===== config.mk =====
export PLATFORM = sky130hd
export DESIGN_NAME = log2_arbiter
export DESIGN_NICKNAME = d
export VERILOG_FILES = /design/src/rtl/log2_arbiter.sv
export SDC_FILE = /design/constraint.sdc
export NUM_CORES = 1
export LEC_CHECK = 0
export ABC_AREA = 1
export BUFFER_PORTS_ARGS = -buffer_cell sky130_fd_sc_hd__buf_4
export CORE_UTILIZATION = 30
export DETAILED_ROUTE_END_ITERATION = 10
export GPL_TIMING_DRIVEN = 0
export PLACE_DENSITY = 0.56
export SLEW_MARGIN = 5
export SYNTH_ARGS = -nofsm -noshare
export SYNTH_HDL_FRONTEND = slang
export SYNTH_SLANG_ARGS = --single-unit

===== constraint.sdc =====
create_clock -name clk -period 4.1 [get_ports clk]
set_input_delay 1.23 -clock clk [delete_from_list [all_inputs] [get_ports clk]]
set_output_delay 1.23 -clock clk [all_outputs]
set_load 0.005 [all_outputs]

===== src/rtl/log2_arbiter.sv =====
// Round-robin arbiter that shares one log2 unit between N_REQ requesters.
// Holds one transaction at a time: grant, launch, wait (with timeout), respond.
module log2_arbiter #(
    parameter int N_REQ   = 4,
    parameter int TIMEOUT = 16
) (
    input  logic               clk,
    input  logic               rst_n,
    input  logic [N_REQ-1:0]   req_valid,
    input  logic [8*N_REQ-1:0] req_data,
    output logic [N_REQ-1:0]   req_ready,
    output logic [7:0]         lg_int_in,
    output logic               lg_start,
    input  logic [7:0]         lg_result,
    input  logic               lg_zeroflag,
    input  logic               lg_ready,
    output logic               rsp_valid,
    input  logic               rsp_ready,
    output logic [2:0]         rsp_id,
    output logic [7:0]         rsp_data,
    output logic               rsp_zero,
    output logic               rsp_err
);

    // state | meaning
    // IDLE  | waiting for a request; grants the round-robin winner
    // ISSUE | one-cycle lg_start pulse to the log2 unit
    // WAIT  | waiting for lg_ready, counting towards TIMEOUT
    // RESP  | response held on rsp_* until rsp_ready
    typedef enum logic [1:0] {
        IDLE  = 2'd0,
        ISSUE = 2'd1,
        WAIT  = 2'd2,
        RESP  = 2'd3
    } state_t;

    localparam logic [7:0] CNT_LAST = 8'(TIMEOUT - 1);
    localparam logic [2:0] ID_LAST  = 3'(N_REQ - 1);

    state_t      state;
    state_t      state_nxt;
    logic [2:0]  ptr;
    logic [7:0]  cnt;
    logic        grant_any;
    logic [2:0]  grant_idx;
    logic [7:0]  grant_op;

    // Search starts at the pointer and wraps, so the first hit is the winner.
    always_comb begin
        grant_any = 1'b0;
        grant_idx = '0;
        for (int k = 0; k < N_REQ; k++) begin
            int idx;
            idx = int'(ptr) + k;
            if (idx >= N_REQ) begin
                idx = idx - N_REQ;
            end
            if (!grant_any && req_valid[idx]) begin
                grant_any = 1'b1;
                grant_idx = 3'(idx);
            end
        end
    end

    assign grant_op = req_data[8*grant_idx +: 8];

    always_ff @(posedge clk) begin
        if (!rst_n) begin
            state <= IDLE;
        end else begin
            state <= state_nxt;
        end
    end

    always_comb begin
        state_nxt = state;
        case (state)
            IDLE: begin
                if (grant_any) begin
                    state_nxt = (grant_op == 8'd0) ? RESP : ISSUE;
                end
            end
            ISSUE: state_nxt = WAIT;
            WAIT: begin
                if (lg_ready || (cnt == CNT_LAST)) begin
                    state_nxt = RESP;
                end
            end
            RESP: begin
                if (rsp_ready) begin
                    state_nxt = IDLE;
                end
            end
            default: state_nxt = IDLE;
        endcase
    end

    always_comb begin
        req_ready = '0;
        if ((state == IDLE) && grant_any && rst_n) begin
            req_ready[grant_idx] = 1'b1;
        end
        lg_start  = (state == ISSUE);
        rsp_valid = (state == RESP);
    end

    always_ff @(posedge clk) begin
        if (!rst_n) begin
            ptr       <= '0;
            cnt       <= '0;
            lg_int_in <= '0;
            rsp_id    <= '0;
            rsp_data  <= '0;
            rsp_zero  <= 1'b0;
            rsp_err   <= 1'b0;
        end else begin
            case (state)
                IDLE: begin
                    if (grant_any) begin
                        ptr    <= (grant_idx == ID_LAST) ? 3'd0 : grant_idx + 3'd1;
                        rsp_id <= grant_idx;
                        if (grant_op == 8'd0) begin
                            rsp_data <= '0;
                            rsp_zero <= 1'b1;
                            rsp_err  <= 1'b0;
                        end else begin
                            lg_int_in <= grant_op;
                        end
                    end
                end
                ISSUE: cnt <= '0;
                WAIT: begin
                    // lg_ready takes precedence over a timeout in the same cycle
                    if (lg_ready) begin
                        rsp_data <= lg_result;
                        rsp_zero <= lg_zeroflag;
                        rsp_err  <= 1'b0;
                    end else if (cnt == CNT_LAST) begin
                        rsp_data <= '0;
                        rsp_zero <= 1'b0;
                        rsp_err  <= 1'b1;
                    end else begin
                        cnt <= cnt + 8'd1;
                    end
                end
                default: ;
            endcase
        end
    end

endmodule


==> results of run 1 <==
final cells by class:
cell class,instances,area (um2),share of cell area (%)
clock buffers,7,86.3,2.52
plain buffers,11,90.1,2.63
flip-flops and latches,34,682,19.9
well taps,102,128,3.72
multi-input cells,292,1530,44.7
clock inverters,1,5.00,0.146
repair buffers,85,642,18.7
inverters,69,264,7.70
worst reg2reg max path: stages, from the launching register on:
cell and delay [ps]:
dfxtp_2 420, inv_1 140, ha_2 420, inv_1 100, nand2_2 100, nand2_4 70
nor2_4 170, buf_6 120, nand3b_1 90, nor2_1 180, nor2_4 80, buf_4 140
buf_4 150, nand3_1 80, nand2_1 70, nand2_1 80, nand2_1 70, nor2_2 110
nand2_2 80, nand2_4 90, nand2_4 100, buf_6 170, nor2_1 90, nor2_1 50
registers in the layout (all words and copies together) (netlist names):
register	count
rsp_data	8
state	2
cnt	8
rsp_id	3
lg_int_in	8
rsp_err	1
rsp_zero	1
ptr	3
kinds of logic (layout without fill, tap and decap cells):
kind of cell	count (synthesis)	after routing	share of synthesized area, %
AOI/OAI and AO/OA	38	38	8.56
xor gates and xnor gates	1	1	0.359
adders and majority gates	11	11	5.64
buffers and inverters	80	173	14.0
DFF	34	34	27.9
and+or+nand+nor	242	242	43.6
per-layer routing:
metal	track usage, %	up-vias	wire (um)
met5	0	-	0
met4	3.52	0	44
met3	2.74	5	148
met2	27.9	28	3310
met1	18.4	1166	2950
li1	-	1432	-
cell usage in the layout, fill, tap and decap left out, types with 2 or more instances in the layout:
master,Yosys,final
nor3_1,3,3
clkbuf_1,2,3
ha_1,11,8
inv_1,66,65
nor2_4,1,3
nor2_1,54,52
clkbuf_8,0,6
buf_4,2,85
inv_2,2,3
nand4_1,3,3
dfxtp_1,34,33
nand3_2,2,2
ha_2,0,2
nand3b_1,9,9
buf_6,4,5
nor2_2,4,4
buf_2,3,3
o21ai_2,1,3
nand2_1,118,105
nand3_1,39,38
nand2_2,7,15
a21oi_1,20,20
nand2_4,2,7
o21ai_0,10,9
power by group through the flow:
stage	Sequential [mW]	Clock [mW]	Combinational [mW]
final	0.508	0.257	1.83
after CTS	0.507	0.267	1.70
after detailed placement	0.514	0	1.60
after floorplan	0.511	0	1.14
after global routing	0.521	0.283	2.07
after global placement	0.511	0	1.59
how the worst max path moves through the flow:
stage,startpoint,endpoint,slack (ps),cells after the start
2_1_floorplan,req_valid[3],req_ready[3],360,12
3_3_place_gp,req_valid[2],req_ready[3],-200,14
3_5_place_dp,req_valid[2],req_ready[3],-230,13
5_1_grt,req_valid[3],req_ready[0],-6,15
4_1_cts,req_valid[2],req_ready[3],-20,15
6_report,req_valid[1],req_ready[2],110,15
per-stage QoR:
stage          TNS [ps]  power [mW]  hold WS, ps  std cells  utilization (%)
4_1_cts           -17.9        2.47          454        593             42.0
6_report              0        2.59          455        601             43.9
3_3_place_gp       -761        2.10          434        582             40.0
2_1_floorplan         0        1.65          423        406                -
5_1_grt           -9.17        2.88          474        601             43.9
3_5_place_dp       -896        2.12          441        582             40.0
what timing repair did:
item                       4_1_cts  5_1_grt
buffers inserted                 3        8
gates resized for setup         10       28
cloned                           0        0
setup endpoints to repair        4        4
hold buffers                     0        0
pin swaps                        2       11
==> flow_metrics.env, run 1 <==
export IMPL_postSynthRegisterBits=34
export IMPL_post_synth_most_frequent_cells="118 x nand2_1, 66 x inv_1, 54 x nor2_1"
export IMPL_crit_reg2reg_capture="rsp_data[1]"
export IMPL_power_share_clock_pct=9.9
export IMPL_track_usage_pct=15.3
export IMPL_hold_path_cell_count=2
export IMPL_antenna_left=0
export IMPL_synth_area_top_cells="dfxtp_1 28%, nand2_1 18%, inv_1 10%"
export IMPL_hold_path_startpoint="ptr[2]"
export IMPL_stdcell_area_mm2=0.00343
export IMPL_p_int_mw=1.34
export IMPL_outcome="finished clean"
export IMPL_layout_nets=558
export IMPL_cp_slowest_stage_delay_ps=180
export IMPL_syn_num_nets=466
export IMPL_critical_path_n_buffers_inverters=3
export IMPL_initial_core_util_pct=31.3
export IMPL_synth_distinct_cells=30
export IMPL_worst_r2r_src="ptr[1]"
export IMPL_drt_first_pass_iters=4
export IMPL_dieWidth_um=92.2
export IMPL_critical_path_startpoint_type="input port"
export IMPL_dr_first_iter_drc_count=106
export IMPL_cts_clk_slew_worst_paths_ps=70
export IMPL_layout_drive_gt1_share_pct=28.9
export IMPL_worstPathCellList="buf_4, nand2_2, nand2_1, nand2_2, nand2_4, nor2_4, nand2_2, nor2_4, o21ai_2, o21ai_2, nand2_2, buf_8, nand2_1, nor2_1, buf_4"
export IMPL_crit_family="simple AND/OR/NAND/NOR gates"
export IMPL_crit_path_end_kind="output pin"
export IMPL_p_leak_nw=1.85
export IMPL_first_global_vias=2373
export IMPL_route_detailed_drc=0
export IMPL_antennaDiodeCount=0
export IMPL_cts_root_to_sink_buffers=2
export IMPL_post_route_min_period_ps=3990
export IMPL_synth_flop_cell="dfxtp_1"
export IMPL_floorplan_core_area_mm2=0.00781
export IMPL_post_drt_wl_per_cell_um=10.7
export IMPL_arrival_ps=2760
export IMPL_route_vias_total=2631
export IMPL_netlist_instances=406
export IMPL_fp_dieH_um=92.2
export IMPL_placement_io_buffers=74
export IMPL_cp_common_cell="nand2_2"
export IMPL_dpl_hpwl_um=4990
export IMPL_seq_power_share_pct=19.6
export IMPL_power_ir_vdd_worst_v=0.000242
export IMPL_worst_ep_required_time_ps=2870
export IMPL_hold_violations=0
export IMPL_worstHoldEndpoint="ptr[2]"
export IMPL_crit_type="input port to output pin"
export IMPL_global_route_wire_length_before_repair_um=10600
export IMPL_placementRows=32
export IMPL_slew_limit_headroom_pct=66.8
export IMPL_hold_path_class="flop to flop"
export IMPL_synth_top_area_share_pct=27.9
export IMPL_place_gp_congestion=0.809
export IMPL_placedInstanceArea_mm2=0.00313
export IMPL_transition_time_at_the_pin_with_the_least_slew_margin_ps=498
export IMPL_ios=76
export IMPL_placement_setup_slack_ps=-232
export IMPL_worst_clock_skew_ps=7.04
export IMPL_rr_worst_depth=23
export IMPL_syn_to_final_growth_pct=40.3
export IMPL_drv_max_cap_violation_count=0
export IMPL_synth_yosys_seq_area_share_pct=27.9
export IMPL_count_leader_synth="nand2_1"
export IMPL_post_synth_top_area_cell="dfxtp_1"
export IMPL_grt_antenna_before_repair=0
export IMPL_post_synth_cell_area_avg_um2=6.02
export IMPL_syn_cell_area_mm2=0.00244
export IMPL_worst_skew_pair_late_latency_ps=290
export IMPL_cts_made_buffers=5
export IMPL_yosysWarningCount=0
export IMPL_final_period_utilization_pct=97.4
export IMPL_cp_max_stage_cell="o21ai_2"
export IMPL_power_density_mw_per_mm2=756
export IMPL_numClockSinks=34
export IMPL_sw_frac_of_total_pct=48.2
export IMPL_combinationalPowerShare_pct=70.5
export IMPL_ctsHtreeMaxLevel=2
export IMPL_clk_root_buffer_cell="clkbuf_8"
export IMPL_grt_start_max_net_pins=12
export IMPL_nFillCells=836
export IMPL_average_vias_per_placed_instance=4.38
export IMPL_report_final_slew_viol_count=0
export IMPL_r2r_setup_slack_ps=840
export IMPL_layout_setup_ws_ps=105
export IMPL_asyncSetResetFlopFracSynth_pct=0
export IMPL_die_area_mm2=0.00851
export IMPL_p_sw_mw=1.25
export IMPL_max_freq_ghz=0.250
export IMPL_timing_critical_path_fanout_max=8
export IMPL_clock_tree_from_tritoncts="yes"
export IMPL_synth_enable_flop_cells=0
export IMPL_grt_overflow_total=0
export IMPL_finalWirelength_um=6450
export IMPL_setup_viol=0
No activity file was read; power rests on OpenSTA's default activity.
==> inputs of run 2 (changes only) <==
--- a/config.mk
+++ b/config.mk
@@ -8,8 +8,10 @@
 export ABC_AREA = 1
 export BUFFER_PORTS_ARGS = -buffer_cell sky130_fd_sc_hd__buf_4
 export CORE_UTILIZATION = 30
+export CTS_BUF_LIST = sky130_fd_sc_hd__clkbuf_4
 export DETAILED_ROUTE_END_ITERATION = 10
 export GPL_TIMING_DRIVEN = 0
+export MAX_ROUTING_LAYER = met4
 export PLACE_DENSITY = 0.56
 export SLEW_MARGIN = 5
 export SYNTH_ARGS = -nofsm -noshare
==> flow_metrics.env, run 2 (synthesized netlist as in run 1, its figures left out) <==
export IMPL_post_drt_wl_per_cell_um=10.7
export IMPL_antenna_left=0
export IMPL_hold_path_class="flop to flop"
export IMPL_finalWirelength_um=6410
export IMPL_drv_max_cap_violation_count=0
export IMPL_setup_viol=0
export IMPL_antennaDiodeCount=0
export IMPL_layout_nets=558
export IMPL_slew_limit_headroom_pct=66.3
export IMPL_final_core_utilization_pct=43.3
export IMPL_numClockSinks=34
export IMPL_final_period_utilization_pct=97.7
export IMPL_power_density_mw_per_mm2=742
export IMPL_cp_slowest_stage_delay_ps=180
export IMPL_power_ir_vdd_worst_v=0.000246
export IMPL_timing_critical_path_fanout_max=8
export IMPL_worstPathCellList="buf_4, inv_1, nand2_2, nand3_1, nand2_2, nor2_4, nand2_2, nor2_4, o21ai_2, o21ai_2, nand2_2, buf_8, nand2_1, nor2_1, buf_4"
export IMPL_dr_first_iter_drc_count=101
export IMPL_cts_root_to_sink_buffers=2
export IMPL_p_int_mw=1.28
export IMPL_clock_tree_from_tritoncts="yes"
export IMPL_die_area_mm2=0.00851
export IMPL_outcome="finished clean"
export IMPL_r2r_setup_slack_ps=860
export IMPL_numPlacedInstances=582
export IMPL_critical_path_n_buffers_inverters=4
export IMPL_p_leak_nw=1.84
export IMPL_grt_overflow_total=0
export IMPL_floorplan_core_area_mm2=0.00781
export IMPL_worst_ep_required_time_ps=2870
export IMPL_track_usage_pct=15.6
export IMPL_cts_made_buffers=5
export IMPL_stdcell_area_mm2=0.00338
export IMPL_dpl_hpwl_um=4990
export IMPL_clk_root_buffer_cell="clkbuf_4"
export IMPL_crit_path_end_kind="output pin"
export IMPL_worst_clock_skew_ps=11.8
export IMPL_cts_clk_slew_worst_paths_ps=110
export IMPL_syn_to_final_growth_pct=38.6
export IMPL_sw_frac_of_total_pct=49.2
export IMPL_cp_common_cell="nand2_2"
export IMPL_nFillCells=837
export IMPL_critical_path_startpoint_type="input port"
export IMPL_dieWidth_um=92.2
export IMPL_route_detailed_drc=0
export IMPL_layout_drive_gt1_share_pct=28.7
export IMPL_drt_first_pass_iters=4
export IMPL_global_route_wire_length_before_repair_um=10500
export IMPL_hold_violations=0
export IMPL_crit_type="input port to output pin"
export IMPL_crit_family="simple AND/OR/NAND/NOR gates"
export IMPL_cp_max_stage_cell="o21ai_2"
export IMPL_biggestRegsByFlops="cnt x8, lg_int_in x8, rsp_data x8"
export IMPL_grt_start_max_net_pins=12
export IMPL_seq_power_share_pct=20.2
export IMPL_grt_antenna_before_repair=0
export IMPL_route_vias_total=2644
export IMPL_report_final_slew_viol_count=0
export IMPL_combinationalPowerShare_pct=72.5
export IMPL_p_sw_mw=1.24
export IMPL_placementRows=32
export IMPL_post_route_min_period_ps=4010
export IMPL_ctsHtreeMaxLevel=2
export IMPL_max_freq_ghz=0.250
export IMPL_worst_skew_pair_late_latency_ps=340
export IMPL_first_global_vias=2361
export IMPL_placedInstanceArea_mm2=0.00313
export IMPL_sequential_cell_area_um2=682
export IMPL_rsz_0062_raised_after_global_routing="true"
export IMPL_placement_io_buffers=74
export IMPL_initial_core_util_pct=31.3
export IMPL_transition_time_at_the_pin_with_the_least_slew_margin_ps=506
export IMPL_place_gp_congestion=0.821
export IMPL_layout_commonest_cell="nand2_1"
export IMPL_power_share_clock_pct=7.3
export IMPL_layout_common_cells="105 x nand2_1, 85 x buf_4, 65 x inv_1"
export IMPL_final_instance_count_excl_fill=601
export IMPL_multi_input_area_mm2=0.00153
export IMPL_arrival_ps=2780
export IMPL_ios=76
export IMPL_average_vias_per_placed_instance=4.40
export IMPL_fp_dieH_um=92.2
run 2: worst reg2reg max path: stages (launching register included):
cell and delay, ps:
dfxtp_2 420, inv_1 130, ha_2 420, inv_1 100, nand2_2 90, nand2_4 60, nor2_4 170, buf_6 120
nand3b_1 90, nor2_1 180, nor2_4 80, buf_4 140, buf_4 150, nand3_1 80, nand2_1 70, nand2_1 80
nand2_1 70, nor2_2 110, nand2_2 80, nand2_4 90, nand2_4 100, buf_6 170, nor2_1 90, nor2_1 50
run 2: per-stage QoR:
| step | setup slack [ps] | setup TNS [ps] | hold slack, ps | total power, mW |
|---|---|---|---|---|
| finish | 93.2 | 0 | 461 | 2.51 |
| detailed placement | -232 | -896 | 441 | 2.12 |
| floorplan | 357 | 0 | 423 | 1.65 |
| global route | -25.1 | -78.1 | 481 | 2.80 |
| global placement | -201 | -761 | 434 | 2.10 |
| CTS | -17.7 | -17.7 | 460 | 2.40 |
run 2: power by group through the flow:
| stage | registers, mW | clock network, mW | logic, mW |
|---|---|---|---|
| 3_3_place_gp | 0.511 | 0 | 1.59 |
| 4_1_cts | 0.507 | 0.193 | 1.70 |
| 6_report | 0.506 | 0.184 | 1.82 |
| 2_1_floorplan | 0.511 | 0 | 1.14 |
| 3_5_place_dp | 0.514 | 0 | 1.60 |
| 5_1_grt | 0.520 | 0.210 | 2.07 |
run 2: metal layers:
| layer | GRT usage [%] | vias to the layer above | part of all wire (%) | routed length (um) |
|---|---|---|---|---|
| met4 | 3.13 | 0 | 0.62 | 40 |
| met5 | - | - | 0 | 0 |
| li1 | - | 1435 | - | - |
| met2 | 27.7 | 36 | 51 | 3280 |
| met1 | 18.6 | 1168 | 46 | 2920 |
| met3 | 2.74 | 5 | 2.6 | 169 |
run 2: final timing paths:
check	startpoint	endpoint	cells after the start
worst min-delay path	ptr[2]	ptr[2]	2
worst max register to register	ptr[1]	rsp_data[1]	23
worst min register to register	ptr[2]	ptr[2]	2
worst max-delay path	req_valid[3]	req_ready[2]	15
run 2: cell type report:
class	instances	area share, %
well taps	102	3.77
plain buffers	11	2.66
clock buffers	6	1.33
clock inverters	2	0.259
repair buffers	85	19.0
flip-flops and latches	34	20.1
inverters	69	7.80
multi-input cells	292	45.1
run 2: repair_timing:
item | in CTS | in global routing
resized for setup | 11 | 26
setup endpoints to repair | 4 | 4
hold buffers | 0 | 0
pin swaps | 2 | 10
setup buffers | 3 | 8
==> inputs of run 3 (changes only) <==
--- a/config.mk
+++ b/config.mk
@@ -6,7 +6,7 @@
 export NUM_CORES = 1
 export LEC_CHECK = 0
 export ABC_AREA = 1
-export BUFFER_PORTS_ARGS = -buffer_cell sky130_fd_sc_hd__buf_4
+export BUFFER_PORTS_ARGS = -buffer_cell sky130_fd_sc_hd__buf_2
 export CORE_UTILIZATION = 30
 export CTS_BUF_LIST = sky130_fd_sc_hd__clkbuf_4
 export DETAILED_ROUTE_END_ITERATION = 10
==> flow_metrics.env, run 3 (synthesized netlist as in run 1, its figures left out) <==
export IMPL_setup_viol=0
export IMPL_numPlacedInstances=582
export IMPL_die_area_mm2=0.00851
export IMPL_slew_limit_headroom_pct=64.0
export IMPL_numClockSinks=34
export IMPL_combinationalPowerShare_pct=72.8
export IMPL_final_period_utilization_pct=98.2
export IMPL_hold_path_class="flop to flop"
export IMPL_cp_common_cell="nand2_1"
export IMPL_drt_first_pass_iters=4
export IMPL_worstHoldEndpoint="cnt[7]"
export IMPL_hold_path_cell_count=1
export IMPL_power_share_clock_pct=7.4
export IMPL_layout_nets=566
export IMPL_power_density_mw_per_mm2=775
export IMPL_worst_ep_required_time_ps=2870
export IMPL_crit_family="simple AND/OR/NAND/NOR gates"
export IMPL_floorplan_core_area_mm2=0.00781
export IMPL_sequential_cell_area_um2=684
export IMPL_outcome="finished clean"
export IMPL_post_route_min_period_ps=4020
export IMPL_whs_ps=465
export IMPL_p_sw_mw=1.25
export IMPL_worstPathCellList="buf_2, nand2_1, nand3_1, nand2_1, o21ai_1, nand2_1, nand2_4, nand2_1, buf_6, inv_1, ha_2, nand2_4, nor2_2, buf_2"
export IMPL_cp_max_stage_cell="ha_2"
export IMPL_placementRows=32
export IMPL_hold_violations=0
export IMPL_rr_worst_depth=22
export IMPL_placement_setup_slack_ps=-215
export IMPL_drv_max_cap_violation_count=0
export IMPL_cp_slowest_stage_delay_ps=210
export IMPL_dr_first_iter_drc_count=74
export IMPL_initial_core_util_pct=31.3
export IMPL_worst_clock_skew_ps=11.8
export IMPL_critical_path_startpoint_type="input port"
export IMPL_crit_path_end_kind="output pin"
export IMPL_multi_input_area_mm2=0.00155
export IMPL_antenna_left=0
export IMPL_final_core_utilization_pct=42.0
export IMPL_global_route_wire_length_before_repair_um=11000
export IMPL_layout_commonest_cell="nand2_1"
export IMPL_worst_skew_pair_late_latency_ps=340
export IMPL_arrival_ps=2790
export IMPL_cts_hold_buffers_added=0
export IMPL_grt_antenna_before_repair=0
export IMPL_ios=76
export IMPL_cts_root_to_sink_buffers=2
export IMPL_fp_dieH_um=92.2
export IMPL_report_final_slew_viol_count=0
export IMPL_first_global_vias=2474
export IMPL_ctsHtreeMaxLevel=2
export IMPL_crit_reg2reg_capture="rsp_data[1]"
export IMPL_fin_tns_setup_ps=0
export IMPL_nFillCells=859
export IMPL_hold_path_startpoint="cnt[7]"
export IMPL_antennaDiodeCount=0
export IMPL_dpl_hpwl_um=4960
export IMPL_average_vias_per_placed_instance=4.44
export IMPL_max_freq_ghz=0.248
export IMPL_timing_critical_path_fanout_max=6
export IMPL_clock_tree_from_tritoncts="yes"
export IMPL_crit_type="input port to output pin"
export IMPL_p_leak_nw=1.84
export IMPL_sw_frac_of_total_pct=49.3
export IMPL_stdcell_area_mm2=0.00328
export IMPL_cts_made_buffers=5
export IMPL_worst_r2r_src="ptr[0]"
export IMPL_track_usage_pct=16.2
export IMPL_layout_drive_gt1_share_pct=29.8
export IMPL_p_int_mw=1.29
export IMPL_clk_root_buffer_cell="clkbuf_4"
export IMPL_seq_power_share_pct=19.8
export IMPL_layout_common_cells="103 x nand2_1, 75 x buf_2, 66 x inv_1"
export IMPL_placedInstanceArea_mm2=0.00294
export IMPL_design_power_total_mw=2.54
export IMPL_transition_time_at_the_pin_with_the_least_slew_margin_ps=539
export IMPL_power_ir_vdd_worst_v=0.000300
export IMPL_dieWidth_um=92.2
export IMPL_cts_clk_slew_worst_paths_ps=100
export IMPL_biggestRegsByFlops="cnt x8, lg_int_in x8, rsp_data x8"
export IMPL_layout_setup_ws_ps=75.5
export IMPL_critical_path_n_buffers_inverters=4
export IMPL_post_drt_wl_per_cell_um=10.6
export IMPL_placement_io_buffers=74
export IMPL_r2r_setup_slack_ps=1010
export IMPL_place_gp_congestion=0.806
export IMPL_syn_to_final_growth_pct=34.3
export IMPL_grt_start_max_net_pins=12
export IMPL_finalWirelength_um=6470
export IMPL_route_detailed_drc=0
export IMPL_route_vias_total=2701
export IMPL_final_instance_count_excl_fill=609
export IMPL_grt_overflow_total=0
[run 3: cell types whose count changed in the layout (fill, tap and decap cells not counted), moves of 2 or more]
cell,delta
buf_2,+72
buf_4,-64
nand2_4,+3
nand2_1,-2
[run 3: worst max-delay path by stage]
stage / cells past startpoint / start / slack [ps] / to
2_1_floorplan: 12 / req_valid[3] / 360 / req_ready[3]
3_3_place_gp: 14 / req_valid[2] / -180 / req_ready[3]
3_5_place_dp: 14 / req_valid[2] / -220 / req_ready[3]
4_1_cts: 13 / req_valid[2] / -60 / req_ready[2]
5_1_grt: 16 / req_valid[1] / -30 / req_ready[3]
6_report: 14 / req_valid[1] / 80 / req_ready[3]
[run 3: power by group through the flow]
| stage | sequential [mW] | clock [mW] | combinational [mW] |
|---|---|---|---|
| 6_report | 0.503 | 0.187 | 1.85 |
| 5_1_grt | 0.521 | 0.213 | 2.11 |
| 4_1_cts | 0.504 | 0.196 | 1.56 |
| 3_5_place_dp | 0.509 | 0 | 1.54 |
| 3_3_place_gp | 0.505 | 0 | 1.52 |
| 2_1_floorplan | 0.511 | 0 | 1.14 |
[run 3: worst register-to-register path: stages (launching register included)]
cell	delay, ps
dfxtp_1	410
inv_2	140
ha_4	340
inv_1	80
nand2_2	90
nand2_4	60
nor2_4	180
nand2_2	90
nor2_4	140
o21ai_2	70
o21ai_2	190
nand2_2	100
buf_8	150
buf_4	140
nand2_1	90
nand2_1	70
nor2_2	90
nand2_2	80
nand2_4	90
nand2_4	90
buf_6	170
nor2_1	90
nor2_1	50
[run 3: timing repair]
| action | 4_1_cts | 5_1_grt |
|---|---|---|
| gates cloned | 0 | 0 |
| setup buffers | 0 | 19 |
| gates resized for setup | 5 | 37 |
| pin swaps | 0 | 11 |
| endpoints found under the setup margin | 4 | 4 |
[run 3: per-layer routing]
layer  share of wire [%]  GRT usage, %  vias to the layer above  routed length [um]
li1                    -             -                     1454                   -
met5                   0             -                        -                   0
met1                  45          18.9                     1199                2920
met2                  51          28.8                       39                3320
met3                 2.4          2.57                        9                 156
met4                 1.1          4.17                        0                  72
[run 3: area by class of cell]
type	instances	area share (%)
inverters	69	7.97
plain buffers	11	2.82
clock inverters	2	0.267
well taps	102	3.89
multi-input cells	292	47.1
flip-flops and latches	34	20.9
repair buffers	93	15.7
clock buffers	6	1.37
